### src/rtl/dlsc_pcie_s6_outbound_read_sched_pkg.sv
// ---------------------------------------------------------------------------
// dlsc_pcie_s6_outbound_read_sched_pkg
//   Shared definitions for the outbound read-request scheduler:
//   - MRRS code constants and the code-to-DW conversion used when a command
//     is accepted.
//   - Scheduler FSM state encoding.
//   - SEG_W: width of a segment length in DWs (1..1024).
// ---------------------------------------------------------------------------
package dlsc_pcie_s6_outbound_read_sched_pkg;

    // PCIe Max_Read_Request_Size codes (Device Control register encoding)
    localparam logic [2:0] MRRS_128B  = 3'd0;
    localparam logic [2:0] MRRS_256B  = 3'd1;
    localparam logic [2:0] MRRS_512B  = 3'd2;
    localparam logic [2:0] MRRS_1024B = 3'd3;
    localparam logic [2:0] MRRS_2048B = 3'd4;
    localparam logic [2:0] MRRS_4096B = 3'd5;

    // A segment is at most 1024 DWs, which needs 11 bits
    localparam int SEG_W = 11;

    typedef enum logic [1:0] {
        ST_IDLE  = 2'd0,
        ST_CALC  = 2'd1,
        ST_ALLOC = 2'd2,
        ST_ISSUE = 2'd3
    } rd_state_t;

    // MRRS code -> DW count (32 << code); reserved codes behave as 4096B
    function automatic logic [SEG_W-1:0] mrrs_to_dw(input logic [2:0] code);
        logic [2:0] c;
        c = (code > MRRS_4096B) ? MRRS_4096B : code;
        return SEG_W'(32) << c;
    endfunction

endpackage

### src/rtl/dlsc_pcie_s6_outbound_read_sched_if.sv
// ---------------------------------------------------------------------------
// dlsc_pcie_s6_outbound_read_sched_if
//   Bus bundle for the read scheduler:
//   - cmd_*      : read command channel (valid/ready), DW address + DW count-1
//   - rd_tlp_h_* : read header channel towards the TLP builder (valid/ready)
//   - tag_free_* : tag return pulses from the completion path
//   modport slave  : the scheduler side
//   modport master : the side issuing commands / sinking headers / freeing tags
// ---------------------------------------------------------------------------
interface dlsc_pcie_s6_outbound_read_sched_if #(
    parameter int ADDR = 32,
    parameter int LEN  = 10,
    parameter int TAG  = 5
);
    logic              cmd_ready;
    logic              cmd_valid;
    logic [ADDR-3:0]   cmd_addr;
    logic [LEN-1:0]    cmd_len;

    logic              rd_tlp_h_ready;
    logic              rd_tlp_h_valid;
    logic [ADDR-3:0]   rd_tlp_h_addr;
    logic [9:0]        rd_tlp_h_len;
    logic [TAG-1:0]    rd_tlp_h_tag;
    logic [3:0]        rd_tlp_h_be_first;
    logic [3:0]        rd_tlp_h_be_last;

    logic              tag_free_valid;
    logic [TAG-1:0]    tag_free_tag;

    modport slave (
        output cmd_ready,
        input  cmd_valid, cmd_addr, cmd_len,
        input  rd_tlp_h_ready,
        output rd_tlp_h_valid, rd_tlp_h_addr, rd_tlp_h_len, rd_tlp_h_tag,
        output rd_tlp_h_be_first, rd_tlp_h_be_last,
        input  tag_free_valid, tag_free_tag
    );

    modport master (
        input  cmd_ready,
        output cmd_valid, cmd_addr, cmd_len,
        output rd_tlp_h_ready,
        input  rd_tlp_h_valid, rd_tlp_h_addr, rd_tlp_h_len, rd_tlp_h_tag,
        input  rd_tlp_h_be_first, rd_tlp_h_be_last,
        output tag_free_valid, tag_free_tag
    );
endinterface

### src/rtl/dlsc_pcie_s6_outbound_read_sched_tag_pool.sv
// ---------------------------------------------------------------------------
// dlsc_pcie_s6_outbound_read_sched_tag_pool
//   Tag allocator: a 2^TAG bitmap of in-use tags.
//   Ports:
//     clk, rst     : clock, synchronous active-high reset (all tags free)
//     alloc_req    : allocator wants a tag this cycle
//     alloc_ack    : a tag was granted (alloc_req and a free tag exists)
//     alloc_tag    : lowest-numbered free tag
//     free_valid   : return free_tag to the pool this cycle
//     free_tag     : tag being returned
//     outstanding  : number of tags currently allocated
//     err_free     : sticky, set when an already-free tag is returned
// ---------------------------------------------------------------------------
module dlsc_pcie_s6_outbound_read_sched_tag_pool #(
    parameter int TAG = 5
) (
    input  logic           clk,
    input  logic           rst,
    input  logic           alloc_req,
    output logic           alloc_ack,
    output logic [TAG-1:0] alloc_tag,
    input  logic           free_valid,
    input  logic [TAG-1:0] free_tag,
    output logic [TAG:0]   outstanding,
    output logic           err_free
);
    localparam int N = 1 << TAG;

    logic [N-1:0] used_q, used_d;
    logic [TAG:0] cnt_q, cnt_d;
    logic         err_q, err_d;
    logic         any_free;
    logic [TAG-1:0] low_free;
    logic         free_ok;

    // Priority encoder over the registered bitmap. A tag being freed this
    // cycle is still marked used here, so it can never be picked while it
    // is being returned; it becomes available next cycle.
    always_comb begin
        any_free = 1'b0;
        low_free = '0;
        for (int i = N - 1; i >= 0; i--) begin
            if (!used_q[i]) begin
                any_free = 1'b1;
                low_free = TAG'(i);
            end
        end
    end

    assign alloc_ack = alloc_req && any_free;
    assign alloc_tag = low_free;
    assign free_ok   = free_valid && used_q[free_tag];

    always_comb begin
        used_d = used_q;
        cnt_d  = cnt_q;
        err_d  = err_q;
        if (alloc_ack) begin
            used_d[alloc_tag] = 1'b1;
        end
        if (free_valid) begin
            if (used_q[free_tag]) begin
                used_d[free_tag] = 1'b0;
            end else begin
                err_d = 1'b1;
            end
        end
        case ({alloc_ack, free_ok})
            2'b10:   cnt_d = cnt_q + 1'b1;
            2'b01:   cnt_d = cnt_q - 1'b1;
            default: cnt_d = cnt_q;
        endcase
    end

    always_ff @(posedge clk) begin
        if (rst) begin
            used_q <= '0;
            cnt_q  <= '0;
            err_q  <= 1'b0;
        end else begin
            used_q <= used_d;
            cnt_q  <= cnt_d;
            err_q  <= err_d;
        end
    end

    assign outstanding = cnt_q;
    assign err_free    = err_q;

endmodule

### src/rtl/dlsc_pcie_s6_outbound_read_sched.sv
// ---------------------------------------------------------------------------
// dlsc_pcie_s6_outbound_read_sched
//   Read-request scheduler in front of the outbound TLP read header port.
//   Takes one DW-granular read command at a time, splits it at MRRS-aligned
//   boundaries (which also keeps every segment inside a 4KB page), grabs a
//   tag per segment and issues one read header per segment.
//   Ports:
//     clk, rst          : clock, synchronous active-high reset
//     bus (slave)       : cmd_* command channel, rd_tlp_h_* header channel,
//                         tag_free_* tag returns
//     max_read_request  : MRRS code, sampled when a command is accepted
//     tags_outstanding  : number of tags currently allocated
//     busy              : a command is being processed
//     err_free          : sticky, a free tag was returned again
// ---------------------------------------------------------------------------
module dlsc_pcie_s6_outbound_read_sched
    import dlsc_pcie_s6_outbound_read_sched_pkg::*;
#(
    parameter int ADDR = 32,
    parameter int LEN  = 10,
    parameter int TAG  = 5
) (
    input  logic                               clk,
    input  logic                               rst,
    dlsc_pcie_s6_outbound_read_sched_if.slave  bus,
    input  logic [2:0]                         max_read_request,
    output logic [TAG:0]                       tags_outstanding,
    output logic                               busy,
    output logic                               err_free
);
    localparam int AW = ADDR - 2;
    localparam int RW = LEN + 1;
    localparam int CW = (RW > SEG_W) ? RW : SEG_W;

    rd_state_t        state_q, state_d;
    logic             cmd_ready_q, cmd_ready_d;
    logic             busy_q, busy_d;
    logic [AW-1:0]    addr_q, addr_d;
    logic [RW-1:0]    rem_q, rem_d;
    logic [SEG_W-1:0] mrrs_q, mrrs_d;
    logic [SEG_W-1:0] seg_q, seg_d;

    logic             hv_q, hv_d;
    logic [AW-1:0]    ha_q, ha_d;
    logic [9:0]       hl_q, hl_d;
    logic [TAG-1:0]   ht_q, ht_d;
    logic [3:0]       hbl_q, hbl_d;

    logic [SEG_W-1:0] to_bnd;
    logic [SEG_W-1:0] seg_calc;
    logic             alloc_req;
    logic             alloc_ack;
    logic [TAG-1:0]   alloc_tag;

    // Distance to the next MRRS-aligned boundary and the resulting segment.
    // mrrs_q is a power of two <= 1024, so only the low 11 address bits matter.
    always_comb begin
        to_bnd = mrrs_q - (SEG_W'(addr_q) & (mrrs_q - SEG_W'(1)));
        if (CW'(rem_q) < CW'(to_bnd)) begin
            seg_calc = SEG_W'(rem_q);
        end else begin
            seg_calc = to_bnd;
        end
    end

    always_comb begin
        state_d   = state_q;
        addr_d    = addr_q;
        rem_d     = rem_q;
        mrrs_d    = mrrs_q;
        seg_d     = seg_q;
        hv_d      = hv_q;
        ha_d      = ha_q;
        hl_d      = hl_q;
        ht_d      = ht_q;
        hbl_d     = hbl_q;
        alloc_req = 1'b0;

        case (state_q)
            ST_IDLE: begin
                if (bus.cmd_valid && cmd_ready_q) begin
                    addr_d  = bus.cmd_addr;
                    rem_d   = RW'(bus.cmd_len) + RW'(1);
                    mrrs_d  = mrrs_to_dw(max_read_request);
                    state_d = ST_CALC;
                end
            end
            ST_CALC: begin
                seg_d   = seg_calc;
                state_d = ST_ALLOC;
            end
            ST_ALLOC: begin
                alloc_req = 1'b1;
                if (alloc_ack) begin
                    hv_d    = 1'b1;
                    ha_d    = addr_q;
                    hl_d    = seg_q[9:0];    // 1024 wraps to 0 as the TLP encoding wants
                    ht_d    = alloc_tag;
                    hbl_d   = (seg_q == SEG_W'(1)) ? 4'h0 : 4'hF;
                    state_d = ST_ISSUE;
                end
            end
            ST_ISSUE: begin
                if (bus.rd_tlp_h_ready) begin
                    hv_d    = 1'b0;
                    addr_d  = addr_q + AW'(seg_q);
                    rem_d   = rem_q - RW'(seg_q);
                    state_d = (rem_q == RW'(seg_q)) ? ST_IDLE : ST_CALC;
                end
            end
            default: state_d = ST_IDLE;
        endcase

        cmd_ready_d = (state_d == ST_IDLE);
        busy_d      = (state_d != ST_IDLE);
    end

    // Payload/working registers need no reset; only control is cleared.
    always_ff @(posedge clk) begin
        addr_q <= addr_d;
        rem_q  <= rem_d;
        mrrs_q <= mrrs_d;
        seg_q  <= seg_d;
        ha_q   <= ha_d;
        hl_q   <= hl_d;
        ht_q   <= ht_d;
        hbl_q  <= hbl_d;
        if (rst) begin
            state_q     <= ST_IDLE;
            cmd_ready_q <= 1'b0;
            busy_q      <= 1'b0;
            hv_q        <= 1'b0;
        end else begin
            state_q     <= state_d;
            cmd_ready_q <= cmd_ready_d;
            busy_q      <= busy_d;
            hv_q        <= hv_d;
        end
    end

    dlsc_pcie_s6_outbound_read_sched_tag_pool #(
        .TAG (TAG)
    ) u_tag_pool (
        .clk         (clk),
        .rst         (rst),
        .alloc_req   (alloc_req),
        .alloc_ack   (alloc_ack),
        .alloc_tag   (alloc_tag),
        .free_valid  (bus.tag_free_valid),
        .free_tag    (bus.tag_free_tag),
        .outstanding (tags_outstanding),
        .err_free    (err_free)
    );

    assign bus.cmd_ready         = cmd_ready_q;
    assign bus.rd_tlp_h_valid    = hv_q;
    assign bus.rd_tlp_h_addr     = ha_q;
    assign bus.rd_tlp_h_len      = hl_q;
    assign bus.rd_tlp_h_tag      = ht_q;
    assign bus.rd_tlp_h_be_first = 4'hF;
    assign bus.rd_tlp_h_be_last  = hbl_q;
    assign busy                  = busy_q;

endmodule

### src/flat_wrapper.sv
// flat-port wrapper written by rule: the top's interface ports become plain ports
module dlsc_pcie_s6_outbound_read_sched_flat import dlsc_pcie_s6_outbound_read_sched_pkg::*;
#(
    parameter int ADDR = 32,
    parameter int LEN  = 10,
    parameter int TAG  = 5
)
  (clk, rst, max_read_request, tags_outstanding, busy, err_free, bus_cmd_ready, bus_cmd_valid, bus_cmd_addr, bus_cmd_len, bus_rd_tlp_h_ready, bus_rd_tlp_h_valid, bus_rd_tlp_h_addr, bus_rd_tlp_h_len, bus_rd_tlp_h_tag, bus_rd_tlp_h_be_first, bus_rd_tlp_h_be_last, bus_tag_free_valid, bus_tag_free_tag);
  dlsc_pcie_s6_outbound_read_sched_if #(.ADDR(ADDR), .LEN(LEN), .TAG(TAG)) bus_i ();
  input  logic clk;
  input  logic rst;
  input  logic [2:0] max_read_request;
  output logic [TAG:0] tags_outstanding;
  output logic busy;
  output logic err_free;
  output wire logic [$bits(bus_i.cmd_ready)-1:0] bus_cmd_ready;
  input wire logic [$bits(bus_i.cmd_valid)-1:0] bus_cmd_valid;
  input wire logic [$bits(bus_i.cmd_addr)-1:0] bus_cmd_addr;
  input wire logic [$bits(bus_i.cmd_len)-1:0] bus_cmd_len;
  input wire logic [$bits(bus_i.rd_tlp_h_ready)-1:0] bus_rd_tlp_h_ready;
  output wire logic [$bits(bus_i.rd_tlp_h_valid)-1:0] bus_rd_tlp_h_valid;
  output wire logic [$bits(bus_i.rd_tlp_h_addr)-1:0] bus_rd_tlp_h_addr;
  output wire logic [$bits(bus_i.rd_tlp_h_len)-1:0] bus_rd_tlp_h_len;
  output wire logic [$bits(bus_i.rd_tlp_h_tag)-1:0] bus_rd_tlp_h_tag;
  output wire logic [$bits(bus_i.rd_tlp_h_be_first)-1:0] bus_rd_tlp_h_be_first;
  output wire logic [$bits(bus_i.rd_tlp_h_be_last)-1:0] bus_rd_tlp_h_be_last;
  input wire logic [$bits(bus_i.tag_free_valid)-1:0] bus_tag_free_valid;
  input wire logic [$bits(bus_i.tag_free_tag)-1:0] bus_tag_free_tag;
  assign bus_cmd_ready = bus_i.cmd_ready;
  assign bus_i.cmd_valid = bus_cmd_valid;
  assign bus_i.cmd_addr = bus_cmd_addr;
  assign bus_i.cmd_len = bus_cmd_len;
  assign bus_i.rd_tlp_h_ready = bus_rd_tlp_h_ready;
  assign bus_rd_tlp_h_valid = bus_i.rd_tlp_h_valid;
  assign bus_rd_tlp_h_addr = bus_i.rd_tlp_h_addr;
  assign bus_rd_tlp_h_len = bus_i.rd_tlp_h_len;
  assign bus_rd_tlp_h_tag = bus_i.rd_tlp_h_tag;
  assign bus_rd_tlp_h_be_first = bus_i.rd_tlp_h_be_first;
  assign bus_rd_tlp_h_be_last = bus_i.rd_tlp_h_be_last;
  assign bus_i.tag_free_valid = bus_tag_free_valid;
  assign bus_i.tag_free_tag = bus_tag_free_tag;
  dlsc_pcie_s6_outbound_read_sched #(.ADDR(ADDR), .LEN(LEN), .TAG(TAG)) u_core (.clk(clk), .rst(rst), .bus(bus_i), .max_read_request(max_read_request), .tags_outstanding(tags_outstanding), .busy(busy), .err_free(err_free));
endmodule
### config.mk
export PLATFORM = sky130hd
export DESIGN_NAME = dlsc_pcie_s6_outbound_read_sched_flat
export DESIGN_NICKNAME = d
export VERILOG_FILES = /design/src/rtl/dlsc_pcie_s6_outbound_read_sched_pkg.sv /design/src/rtl/dlsc_pcie_s6_outbound_read_sched_if.sv /design/src/rtl/dlsc_pcie_s6_outbound_read_sched_tag_pool.sv /design/src/rtl/dlsc_pcie_s6_outbound_read_sched.sv /design/src/flat_wrapper.sv
export SDC_FILE = /design/constraint.sdc
export NUM_CORES = 1
export LEC_CHECK = 0
export ABC_AREA = 1
export BUFFER_PORTS_ARGS = -buffer_cell sky130_fd_sc_hd__buf_4
export CAP_MARGIN = 15
export CELL_PAD_IN_SITES_DETAIL_PLACEMENT = 0
export CELL_PAD_IN_SITES_GLOBAL_PLACEMENT = 1
export CORE_UTILIZATION = 47
export DETAILED_ROUTE_END_ITERATION = 12
export PLACE_DENSITY = 0.85
export SYNTH_ARGS = -nofsm -noshare
export SYNTH_HDL_FRONTEND = slang
export SYNTH_SLANG_ARGS = --single-unit
### constraint.sdc
create_clock -name clk -period 8.2 [get_ports clk]
set_clock_uncertainty 0.05 [all_clocks]
set_input_delay 1.64 -clock clk [delete_from_list [all_inputs] [get_ports clk]]
set_output_delay 1.64 -clock clk [all_outputs]
set_load 0.05 [all_outputs]
=== After elaboration in Yosys (flattened, before gate mapping) ===
Index checks and enable logic that the tools add are counted.

* Bits in read-only memories: 0
* Bits in writable memories: 0
* Output and inout port bits: 63
* Latch bits: 0
* Register bits: 156
* Memories kept: 0

* Divide/modulo/power cells: 0
* Muxes and demuxes: 92
* Shifts and indexed selects: 1
* Equality and inequality tests: 10
* Add/sub/neg operators: 7
* Reductions and logical operators: 16
* Bitwise logic cells: 5
* Multipliers: 0
* Order comparisons: 6

{| class="wikitable"
|+ Operators with widths
! kind !! number
|-
| 5-bit 2-to-1 mux || 32
|-
| 32-bit 2-to-1 mux || 3
|-
| 30-bit 2-to-1 mux || 2
|-
| 30-bit case mux with 2 select lines || 1
|-
| 1-bit 2-to-1 mux || 39
|-
| 11-bit 2-to-1 mux || 3
|-
| 32-bit AND || 1
|-
| 32-bit NOT || 1
|-
| 32-bit OR || 1
|-
| 30-bit by 11-bit adder with 30-bit output || 1
|-
| 11-bit case mux with 2 select lines || 1
|-
| 11-bit subtractor || 2
|-
| 5-bit by 6-bit < comparator with 1-bit output, second input constant || 2
|-
| 6-bit case mux with 2 select lines || 1
|-
| 10-bit by 1-bit adder with 11-bit output, second input constant || 1
|-
| 11-bit AND || 1
|-
| 11-bit by 1-bit equality test with 1-bit output, second input constant || 1
|-
| 11-bit equality test || 1
|-
| 11-bit < comparator || 1
|-
| 6-bit by 3-bit << shifter with 11-bit output, first input constant || 1
|-
| 11-bit by 1-bit subtractor with 11-bit output, second input constant || 1
|-
| 1-bit demux with 5-bit select || 2
|-
| 5-bit by 1-bit >= comparator with 1-bit output, second input constant || 2
|-
| 2-bit case mux with 4 select lines || 1
|-
| 18 further kinds || 35
|}

=== Depth between registers and ports, before layout ===
* Depth in word-level cells: 41
* Gate-level depth with buffers: 35
* Mapped depth without buffers: 34

=== Hierarchy ===
A second synthesis with hierarchy kept.

* Cell total of the unflattened synthesis: 1239
* Area total of the unflattened synthesis: 9404.0 um^2

{| class="wikitable"
|+ By module, submodules not included
! module !! instances !! cells each !! area each (um^2)
|-
| dlsc_pcie_s6_outbound_read_sched || 1 || 828 || 6805.3
|-
| dlsc_pcie_s6_outbound_read_sched_tag_pool || 1 || 411 || 2598.7
|}

=== Worst setup path after synthesis ===
No wires, ideal clock.

* Path type: input port to flip-flop
* Start: input bus_tag_free_tag[1]
* End: register u_core.u_tag_pool.cnt_q[5] (netlist: u_core.u_tag_pool.outstanding[5])
* Stages: 21
* Arrival: 4.408 ns
* Slack: 3.672 ns
* Cell sequence: nand2_1 -> inv_1 -> clkbuf_1 -> a22oi_1 -> o221ai_1 -> a221oi_1 -> nand3_1 -> clkbuf_1 -> inv_2 -> ha_1 -> clkbuf_1 -> xnor2_1 -> inv_1 -> nand2_1 -> nand2_1 -> a22oi_1 -> nor2_1 -> a32o_1 -> nand3_1 -> o21ai_0 -> a21oi_1

* Cells in the longest elaborated chain, start to end: 5
* Elaborated cells on any way between the ends: 7
* Classes of those cells: 2 x eq/ne; 3 x mux; 2 x reduce/logical

{| class="wikitable"
|+ Ends and longest elaborated chain
! element !! line !! RTL
|-
| start, declared || flat_wrapper.sv:28 || <nowiki>input wire logic [$bits(bus_i.tag_free_tag)-1:0] bus_tag_free_tag;</nowiki>
|-
| 1-bit binary-select mux with 5-bit select * || dlsc_pcie_s6_outbound_read_sched_tag_pool.sv:52 || <nowiki>assign free_ok = free_valid && used_q[free_tag];</nowiki>
|-
| 1-bit 2-to-1 mux (implied by the code) * || dlsc_pcie_s6_outbound_read_sched_tag_pool.sv:52 ||
|-
| 1-bit logical AND * || dlsc_pcie_s6_outbound_read_sched_tag_pool.sv:52 ||
|-
| 2-bit by 1-bit equality test with 1-bit output / 2-bit equality test (equally long branches) || dlsc_pcie_s6_outbound_read_sched_tag_pool.sv:68 || <nowiki>case ({alloc_ack, free_ok})</nowiki>
|-
| 6-bit case mux with 2 select lines / 2-bit nonzero test (equally long branches) || n/a ||
|-
| end signal, assigned || dlsc_pcie_s6_outbound_read_sched_tag_pool.sv:82 || <nowiki>cnt_q <= cnt_d;</nowiki>
|-
| end, declared || dlsc_pcie_s6_outbound_read_sched_tag_pool.sv:30 || <nowiki>logic [TAG:0] cnt_q, cnt_d;</nowiki>
|}

Mark *: on every way between the ends. The rest lies on a longest branch, timed or not. The select of a mux whose other input is x is not followed.
A chain may end at the register's enable or synchronous reset.

=== Final worst setup path ===
* Start: input bus_tag_free_tag[0]
* End: register u_core.u_tag_pool.cnt_q[5] (netlist: u_core.u_tag_pool.outstanding[5])

Same word-level chain as after synthesis.

==> results.toml <==
[run_status]
run_status = "completed"

[synthesis]
synth_cell_type_count = 55
syn-cell-area_mm2 = 0.00845
synth_area_leaders = "edfxtp_1, dfxtp_1, nand2_1"
synthFlopType = "edfxtp_1"
syn_inst = 995
yosys_warnings = 0
synth_top_area_frac = 0.370
synth_area_leader_cell = "edfxtp_1"
synth-edff-count = 104
async_flop_share = 0
syn_avg_cell_area_um2 = 8.49
synth-seq-cells = 148
ys_seq_area_frac = 0.474

[drt]
vias = 7165
drc = 0
first_pass_iters = 5
wl_um = 21400
ant_nets = 0
viasPerCell = 5.36
avgRoutedWirePerCell_um = 16.0
drt_first_iter_violations = 488

[floorplanning]
die_w_um = 136
start_util = 0.485
die_area_mm2 = 0.0185
num_io_pins = 116
die_h_um = 136
core_mm2 = 0.0174
row_count = 48

[pwr]
ir_drop_mv = 0.156
p_leak_nw = 4.08
p_per_area_mw_per_mm2 = 230

[sta]
slew_headroom = 0.191
worstMarginPinSlew_ns = 1.21
fin_tns_setup_ns = 0
hold_violations = 0
period_minus_slack_ns = 5.22
period_share = 0.636
finalSetupViolCount = 0
max_freq_mhz = 192
drv_slew = 0
setup_slack_ns = 2.98
rsz0062_at_grt = "false"
holdWs_ns = 0.423

[cells_and_area]
finalNonFillerCells = 1337
fill_cells = 1639
multi_input_area_mm2 = 0.00380
nNetsFinal = 1192
area_growth_pct = 18.7
drive_gt1_frac = 0.158
fin_area_mm2 = 0.0100
seq_area_mm2 = 0.00400
antenna-diode-count = 0

[worst_hold_path]
min_to = "u_core.bus.rd_tlp_h_valid"
min-delay-start = "u_core.bus.rd_tlp_h_valid"
worstHoldPathType = "reg2reg"
min_path_cells = 2

[global_route]
grt_usage = 0.240
grt-ovfl-total = 0
grt_pass1_wl_um = 34100
grt_pass1_vias = 6703
grt_max_degree = 67
antenna_found_initial = 0

[setup_path]
required_ns = 8.51
reg2reg_from = "u_core.u_tag_pool.used_q[15]"
ff2ff_setup_slack_ns = 4.21
worstRegToRegCells = 18
startpoint_type = "input port"
crit_type = "in2reg"
timing.rr.end = "u_core.u_tag_pool.outstanding[5]"
crit_start = "bus_tag_free_tag[0]"
cp_data_arrival_time_ns = 5.53
worstSetupEndpointType = "register"
path_max_fanout = 32

[clock_network]
post_cts_buffers = 0
htree_levels = 4
clockRootBuffer = "clkbuf_16"
ctsResizeCount = 0
cts.clk_slew.worst_paths_ns = 0.06
max-clock-path-buffers = 2
clk_latency_ns = 0.43
cts.sinks = 148
ctsHoldBuffers = 0
cts_made_buffers = 17
cts_tree = "done"

[placement]
dp.cells = 1304
place.gp.congestion = 0.897
port_buffers = 111
place_area_mm2 = 0.00944
hpwl_um = 15600
place_ws_ns = 2.62

[flow_run]
drv_cap = 0
## logic make-up (layout without fill, tap and decap cells)
logic type               Yosys count  count (layout)  synth area share
AND/OR/NAND/NOR                  395             395             0.204
AO/OA/AOI/OAI                    204             204             0.139
buffers and inverters            165             279            0.0780
flip-flops                       148             148             0.474
adder cells (fa/ha/maj)           40              40            0.0610
XOR/XNOR                          40              40            0.0415
multiplexers                       2               2           0.00237
other                              1               4          0.000444
## Yosys cell counts (3+ instances only)
cell type    n
o21bai_1     3
o21a_1       3
buf_4        8
nor4_1       4
nand3_2      3
xnor2_1     16
inv_1      123
a221oi_1     3
o31ai_1      4
buf_1        5
a21oi_1     69
o221ai_1     8
o21ai_0     67
nand3_1     44
xor2_1      24
nor2_1      73
inv_2        8
o22ai_1      4
clkbuf_1    16
o21ai_2      3
o21ai_1     17
dfxtp_1     44
nand2_1    213
a22oi_1      9
ha_1        38
edfxtp_1   104
nor3_1      21
or2_1        3
nand4_1     20
a31oi_1      3
## critical path, stage by stage
cell,delay (ns)
buf_4,0.12
nand2_1,0.07
inv_1,0.20
a22oi_1,0.23
o221ai_1,0.14
a22o_1,0.22
a221oi_1,0.31
nand3_1,0.80
inv_2,0.32
ha_1,0.32
xnor2_1,0.14
inv_1,0.07
nand2_1,0.05
nand2_1,0.04
a22oi_1,0.22
nor2_1,0.10
a32o_1,0.21
nand3_1,0.08
o21ai_0,0.08
a21oi_1,0.15
## registers in the layout, indices dropped and copies added, names as in the netlist, 6 cells and up
| signal | flops |
|---|---|
| u_core.addr_q | 30 |
| u_core.mrrs_q | 6 |
| u_core.seg_q | 11 |
| u_core.bus.rd_tlp_h_addr | 30 |
| u_core.bus.rd_tlp_h_len | 10 |
| u_core.rem_q | 11 |
| u_core.u_tag_pool.used_q | 32 |
| u_core.u_tag_pool.outstanding | 6 |
## per-stage QoR
stage	power, mW	util
after floorplan	1.37	-
final	2.31	0.576
after detailed placement	1.53	0.542
after global placement	1.53	0.542
after CTS	2.32	0.576
after global routing	2.42	0.576
## routing by layer
metal	routed length, µm	GRT usage
met1	9400	0.308
met2	10500	0.408
met3	1020	0.0377
met4	448	0.0852
met5	0	0
## layout make-up
| type | instances | share of cell area |
|---|---|---|
| well taps | 225 | 0.0281 |
| repair buffers | 114 | 0.0853 |
| multi-input cells | 685 | 0.379 |
| clock buffers | 17 | 0.0424 |
| inverters | 133 | 0.0498 |
| flip-flops and latches | 148 | 0.399 |
| clock inverters | 15 | 0.0163 |
## report_power, final
part / switching (mW) / internal, mW
logic: 0.381 / 0.187
registers: 0.0576 / 0.896
clock network: 0.353 / 0.432
## worst max-delay path by stage
stage | endpoint | slack, ns | cells after the start
after detailed placement | u_core.u_tag_pool.outstanding[5] | 2.62 | 20
after CTS | u_core.u_tag_pool.outstanding[5] | 3.06 | 20
final | u_core.u_tag_pool.outstanding[5] | 2.98 | 20
after global placement | u_core.u_tag_pool.outstanding[5] | 2.71 | 20
after global routing | u_core.u_tag_pool.outstanding[5] | 2.54 | 20
after floorplan | u_core.u_tag_pool.outstanding[5] | 3.67 | 21
## cell usage in the layout (no fill, tap or decap), types with 16 or more instances in the layout
master and count:
nor2_1 73, nand2_1 211, o21ai_1 17, nand3_1 44
xnor2_1 16, buf_4 114, edfxtp_1 104, nor3_1 21
o21ai_0 67, clkbuf_16 17, a21oi_1 69, inv_1 122
nand4_1 20, dfxtp_1 44, xor2_1 24, ha_1 38
No activity file was read; power rests on OpenSTA's default activity.
